==> src/rtl/unary_add_n_if.sv <==
// Bundle of the control, unary data and status signals of the unary accumulator.
// master drives the phase/enable/lanes; slave (the accumulator) returns the status.
interface unary_add_n_if #(
   parameter int N_IN  = 4,
   parameter int CNT_W = 10
);
   logic             en;
   logic             clr;
   logic             read_or_write;
   logic [N_IN-1:0]  din;
   logic             dout;
   logic             C;
   logic             ovf;
   logic [CNT_W-1:0] count_o;
   logic             empty;

   modport master (
      output en, clr, read_or_write, din,
      input  dout, C, ovf, count_o, empty
   );

   modport slave (
      input  en, clr, read_or_write, din,
      output dout, C, ovf, count_o, empty
   );
endinterface

==> src/rtl/unary_add_n.sv <==
// Multi-lane unary accumulator: counts ones on N_IN lanes while accumulating,
// re-emits the total as a serial unary pulse train while draining.
module unary_add_n #(
   parameter int N_IN     = 4,
   parameter int CNT_W    = 10,
   parameter int SAT_MODE = 0
) (
   input  logic         clk,
   input  logic         rst_n,
   unary_add_n_if.slave bus
);

   localparam int               SUM_W = CNT_W + 1;
   localparam logic [CNT_W-1:0] MAX   = {CNT_W{1'b1}};
   localparam logic [CNT_W-1:0] ONE   = CNT_W'(1);

   logic [CNT_W-1:0] count_q, count_d;
   logic             dout_q, dout_d;
   logic             c_q, c_d;
   logic             ovf_q, ovf_d;

   logic [SUM_W-1:0] s;
   logic [SUM_W-1:0] nxt;
   logic [CNT_W-1:0] acc_cnt;
   logic             acc_c;

   function automatic logic [SUM_W-1:0] popcount(input logic [N_IN-1:0] v);
      logic [SUM_W-1:0] acc;
      acc = '0;
      for (int i = 0; i < N_IN; i++) begin
         acc = acc + SUM_W'(v[i]);
      end
      return acc;
   endfunction

   // Returns {carry, count}: anything above MAX pins to MAX with the carry raised.
   function automatic logic [SUM_W-1:0] saturate(input logic [SUM_W-1:0] v);
      if (v > {1'b0, MAX}) begin
         return {1'b1, MAX};
      end
      return v;
   endfunction

   always_comb begin
      s   = popcount(bus.din);
      nxt = {1'b0, count_q} + s;
      if (SAT_MODE != 0) begin
         {acc_c, acc_cnt} = saturate(nxt);
      end else begin
         {acc_c, acc_cnt} = nxt;
      end
   end

   always_comb begin
      count_d = count_q;
      dout_d  = dout_q;
      c_d     = c_q;
      ovf_d   = ovf_q;
      if (bus.clr) begin
         count_d = '0;
         dout_d  = 1'b0;
         c_d     = 1'b0;
         ovf_d   = 1'b0;
      end else if (bus.en) begin
         if (!bus.read_or_write) begin
            count_d = acc_cnt;
            c_d     = acc_c;
            ovf_d   = ovf_q | acc_c;
            dout_d  = 1'b0;
         end else begin
            // Drain never underflows: an empty counter just emits zeros.
            c_d = 1'b0;
            if (count_q != '0) begin
               dout_d  = 1'b1;
               count_d = count_q - ONE;
            end else begin
               dout_d  = 1'b0;
            end
         end
      end
   end

   always_ff @(posedge clk or negedge rst_n) begin
      if (!rst_n) begin
         count_q <= '0;
         dout_q  <= 1'b0;
         c_q     <= 1'b0;
         ovf_q   <= 1'b0;
      end else begin
         count_q <= count_d;
         dout_q  <= dout_d;
         c_q     <= c_d;
         ovf_q   <= ovf_d;
      end
   end

   assign bus.dout    = dout_q;
   assign bus.C       = c_q;
   assign bus.ovf     = ovf_q;
   assign bus.count_o = count_q;
   assign bus.empty   = (count_q == '0);

endmodule

==> src/flat_wrapper.sv <==
// flat-port wrapper written by rule: the top's interface ports become plain ports
module unary_add_n_flat 
#(
   parameter int N_IN     = 4,
   parameter int CNT_W    = 10,
   parameter int SAT_MODE = 0
)
  (clk, rst_n, bus_en, bus_clr, bus_read_or_write, bus_din, bus_dout, bus_C, bus_ovf, bus_count_o, bus_empty);
  unary_add_n_if #(.N_IN(N_IN), .CNT_W(CNT_W)) bus_i ();
  input  logic clk;
  input  logic rst_n;
  input wire logic [$bits(bus_i.en)-1:0] bus_en;
  input wire logic [$bits(bus_i.clr)-1:0] bus_clr;
  input wire logic [$bits(bus_i.read_or_write)-1:0] bus_read_or_write;
  input wire logic [$bits(bus_i.din)-1:0] bus_din;
  output wire logic [$bits(bus_i.dout)-1:0] bus_dout;
  output wire logic [$bits(bus_i.C)-1:0] bus_C;
  output wire logic [$bits(bus_i.ovf)-1:0] bus_ovf;
  output wire logic [$bits(bus_i.count_o)-1:0] bus_count_o;
  output wire logic [$bits(bus_i.empty)-1:0] bus_empty;
  assign bus_i.en = bus_en;
  assign bus_i.clr = bus_clr;
  assign bus_i.read_or_write = bus_read_or_write;
  assign bus_i.din = bus_din;
  assign bus_dout = bus_i.dout;
  assign bus_C = bus_i.C;
  assign bus_ovf = bus_i.ovf;
  assign bus_count_o = bus_i.count_o;
  assign bus_empty = bus_i.empty;
  unary_add_n #(.N_IN(N_IN), .CNT_W(CNT_W), .SAT_MODE(SAT_MODE)) u_core (.clk(clk), .rst_n(rst_n), .bus(bus_i));
endmodule
==> config.mk <==
export PLATFORM = sky130hd
export DESIGN_NAME = unary_add_n_flat
export DESIGN_NICKNAME = d
export VERILOG_FILES = /design/src/rtl/unary_add_n_if.sv /design/src/rtl/unary_add_n.sv /design/src/flat_wrapper.sv
export SDC_FILE = /design/constraint.sdc
export NUM_CORES = 1
export LEC_CHECK = 0
export CAP_MARGIN = 20
export CORE_MARGIN = 3
export CORE_UTILIZATION = 52
export CTS_CLUSTER_DIAMETER = 30
export DETAILED_ROUTE_END_ITERATION = 10
export PLACE_DENSITY = 0.83
export SLEW_MARGIN = 15
export SYNTH_ARGS = -nofsm -noshare
export SYNTH_HDL_FRONTEND = slang
export SYNTH_SLANG_ARGS = --single-unit
==> constraint.sdc <==
create_clock -name clk -period 4.4 [get_ports clk]
set_input_delay 0.44 -clock clk [delete_from_list [all_inputs] [get_ports clk]]
set_output_delay 0.44 -clock clk [all_outputs]
set_load 0.02 [all_outputs]
==> reports/metrics.csv <==
stage,metric,value,unit
status,status,finished clean,
setup_path,cpLargestDelayFamily,adder cells,
logic_synthesis,number_of_synthesized_flops_with_an_enable_pin,0,
setup_path,critical_path_peak_fanout,3,
routing,route.detailed.drc,0,
sta,final.min_clock_period,2.92,ns
setup_path,crit_path_cell_trace,clkdlybuf4s50_1 -> ha_1 -> inv_1 -> fa_1 -> inv_1 -> ha_1 -> inv_1 -> fa_1 -> and2b_2 -> o21ai_0 -> a21oi_1 -> xnor2_1 -> nor2_1,
floorplanning,placeableCoreArea,0.00163,mm²
routing,antenna_violating_nets_post_route,0,
placement,port_buffers,22,
power,leak,0.545,nW
layout,proportion_of_layout_cells_with_a_drive_suffix_above_1,0.100,
floorplanning,fp.dieH,49.2,µm
run,drv_cap,0,
power,net-switching-power,0.000260,W
routing,via_per_inst,5.98,
layout,final_nets,148,
logic_synthesis,synth_largest_type_area_fraction,0.335,
sta,clock.fmax,342,MHz
power,p_comb_frac,0.569,
layout,syn2layout_area_growth,26.5,%
grt,grt_start_max_net_pins,16,
routing,num_vias,921,
power,power.clock.fraction,0.124,
placement,dpl_worst_slack,1.19,ns
floorplanning,boundaryPins,23,
floorplanning,start_util,0.596,
layout,insertedDiodeCount,0,
power,seq_power_share,0.307,
routing,routed_wl,2290,µm
setup_path,setup.worst_path.start_class,input port,
sta,rsz_0062_raised_after_global_routing,no,
floorplanning,fp.dieW,49.2,µm
logic_synthesis,async_set_reset_flop_share_out_of_synthesis,1.00,
floorplanning,die_area,0.00242,mm²
sta,max-slew-margin-rel,0.615,
logic_synthesis,post_synth_instance_area,971,µm²
power,power.switching_fraction,0.430,
grt,grt_first_pass_wirelength,3970,µm
clock_tree,cts_hold_repair.buffers,0,
sta,skew,0.00389,ns
sta,whs,0.528,ns
sta,report.final.setup_viol,0,
setup_path,critical_path.slowest_cell,sky130_fd_sc_hd__clkdlybuf4s50_1,
sta,tns,0,ns
logic_synthesis,synth_most_common_cell,sky130_fd_sc_hd__nor2_1,
setup_path,bufs_and_invs_on_worst_path,4,
logic_synthesis,synth.top_cells.by_area,"sky130_fd_sc_hd__dfrtp_1 (34%), sky130_fd_sc_hd__ha_1 (7.7%), sky130_fd_sc_hd__nor2_1 (5.8%)",
setup_path,critical_path_required,4.55,ns
setup_path,data_arrival_time_at_the_worst_slack_endpoint,3.07,ns
clock_tree,path_clk_slew,0.08,ns
routing,detailedRoute.firstIterationViolations,17,
logic_synthesis,ys_ff_latch,13,
clock_tree,cts_num_sinks,13,
setup_path,timing_worst_setup_path_type,in -> reg,
clock_tree,worst_skew_pair.late_latency,0.28,ns
logic_synthesis,yosys_warnings,0,
floorplanning,placementRows,14,
logic_synthesis,synthesis.nets,124,
sta,finalWorstSetupSlack,1.48,ns
logic_synthesis,synth.cells.most_frequent,"sky130_fd_sc_hd__nor2_1 (15), sky130_fd_sc_hd__dfrtp_1 (13), sky130_fd_sc_hd__inv_1 (10), sky130_fd_sc_hd__a21oi_1 (6), sky130_fd_sc_hd__ha_1 (6)",
logic_synthesis,most_area_hungry_cell_type_in_the_yosys_netlist,sky130_fd_sc_hd__dfrtp_1,
logic_synthesis,ys_dominant_reg_cell,sky130_fd_sc_hd__dfrtp_1,
power,ir_worst_vdd,307,µV
logic_synthesis,ys_seq_area_frac,0.335,
logic_synthesis,yosysUniqueCellTypes,40,
clock_tree,cts_tree,yes,
power,power_report.internal_total,0.000345,W
sta,worst-slew-pin-transition,0.572,ns
grt,grt_usage,0.208,
hold_path,hold_path_class,in -> async,
routing,avgRoutedWirePerCell,14.9,µm
logic_synthesis,mean_syn_cell_area,9.07,µm²
clock_tree,cts_made_buffers,3,
grt,grt_pass1_vias,877,
logic_synthesis,syn_inst,107,
clock_tree,postCtsResizedCells,0,
sta,timing.final.crit_share,0.664,
clock_tree,ctsHtreeMaxLevel,1,
sta,hold_viol_final,0,
clock_tree,root_buffer,sky130_fd_sc_hd__clkbuf_4,
clock_tree,clock_path_buffers,2,
grt,sum_of_overflow_across_all_layers_after_global_routing,0,
routing,drt-pass1-iter-count,4,
sta,maxSlewViolCount,0,
placement,gp_congestion,0.871,
placement,half_perimeter_wire_length_of_the_detailed_placement_result,1740,µm
setup_path,timing.critical_path.slowest_cell_delay,0.41,ns
power,power_density,493,mW/mm²
setup_path,worst_path_most_repeated_cell,sky130_fd_sc_hd__inv_1,
grt,antenna_found_initial,0,
setup_path,critical_path.endpoint_type,flip-flop,
clock_tree,post-cts-setup-buffers,0,
metrics by stage:
step                      instance area, µm²  std cells  power (W)  utilization
after floorplan                          971        107   0.000413            -
after global placement                  1200        150   0.000518        0.738
after detailed placement                1200        150   0.000528        0.738
after CTS                               1230        154   0.000607        0.754
after global routing                    1230        154   0.000654        0.754
final                                   1230        154   0.000606        0.754
worst reg2reg max path, delay by kind of cell, from the launching register on:
| family | cells | cell delay [ns] |
|---|---|---|
| adders and majority gates | 3 | 1.03 |
| DFF | 1 | 0.42 |
| AOI/OAI and AO/OA | 2 | 0.33 |
| and+or+nand+nor | 2 | 0.31 |
| buffers and inverters | 3 | 0.25 |
| xor gates and xnor gates | 1 | 0.14 |
cell type report:
| class | count | area, µm² |
|---|---|---|
| multi-input cells | 81 | 589 |
| fillers | 115 | 400 |
| flip-flops and latches | 13 | 325 |
| repair buffers | 22 | 220 |
| inverters | 10 | 37.5 |
| well taps | 24 | 30.0 |
| clock buffers | 4 | 26.3 |
state kept, by name, summed over array words and instances (netlist names):
register            count
u_core.bus.C            1
u_core.bus.count_o     10
u_core.bus.dout         1
u_core.bus.ovf          1
worst paths after layout:
path	start	to	slack [ns]	cells past startpoint
max	bus_din[0]	u_core.bus.count_o[4]	1.48	13
min	rst_n	u_core.bus.count_o[7]	0.53	1
max reg2reg	u_core.bus.count_o[0]	u_core.bus.count_o[4]	1.80	11
min reg2reg	u_core.bus.dout	u_core.bus.dout	0.53	2
max in group asynchronous	rst_n	u_core.bus.count_o[9]	3.49	1
min in group clk	u_core.bus.dout	u_core.bus.dout	0.53	2
routing by layer:
layer  GRT usage  vias up  share of wire
li1            -      431              -
met1       0.266      439           0.43
met2       0.333       43           0.46
met3      0.0581        8          0.085
met4      0.0758        0          0.024
met5           0        -              0
placed cells by master, fill, tap and decap left out, drive strengths merged:
cell / count
a211o: 1
a211oi: 1
a21o: 3
a21oi: 7
a22oi: 1
a31o: 1
a31oi: 1
a32o: 1
and2: 1
and2b: 2
and3: 1
and3b: 1
and4bb: 1
clkbuf: 4
clkdlybuf4s50: 22
dfrtp: 13
fa: 2
ha: 6
inv: 10
nand2: 1
nand3: 2
nand3b: 2
nand4: 3
nor2: 15
nor2b: 1
nor3: 3
nor4: 1
o2111ai: 2
o211ai: 1
o21ai: 3
o22ai: 2
o41ai: 1
or2: 1
or3: 2
or4: 2
or4b: 1
xnor2: 3
xor2: 5
cells by family (layout without fill, tap and decap cells):
| group | count (synthesis) | after routing | share of synthesized area |
|---|---|---|---|
| fa+ha+maj | 8 | 8 | 0.119 |
| compound gates | 25 | 25 | 0.177 |
| buf+inv | 13 | 36 | 0.0580 |
| xor+xnor | 8 | 8 | 0.0722 |
| simple gates | 40 | 40 | 0.240 |
| flops | 13 | 13 | 0.335 |
power by group through the flow:
| stage | clock network [W] | registers, W | logic, W |
|---|---|---|---|
| 6_report | 0.0000750 | 0.000186 | 0.000344 |
| 5_1_grt | 0.0000846 | 0.000192 | 0.000377 |
| 4_1_cts | 0.0000761 | 0.000186 | 0.000345 |
| 2_1_floorplan | 0 | 0.000205 | 0.000208 |
| 3_5_place_dp | 0 | 0.000188 | 0.000340 |
| 3_3_place_gp | 0 | 0.000187 | 0.000331 |
(Power assumes the default switching activity.)
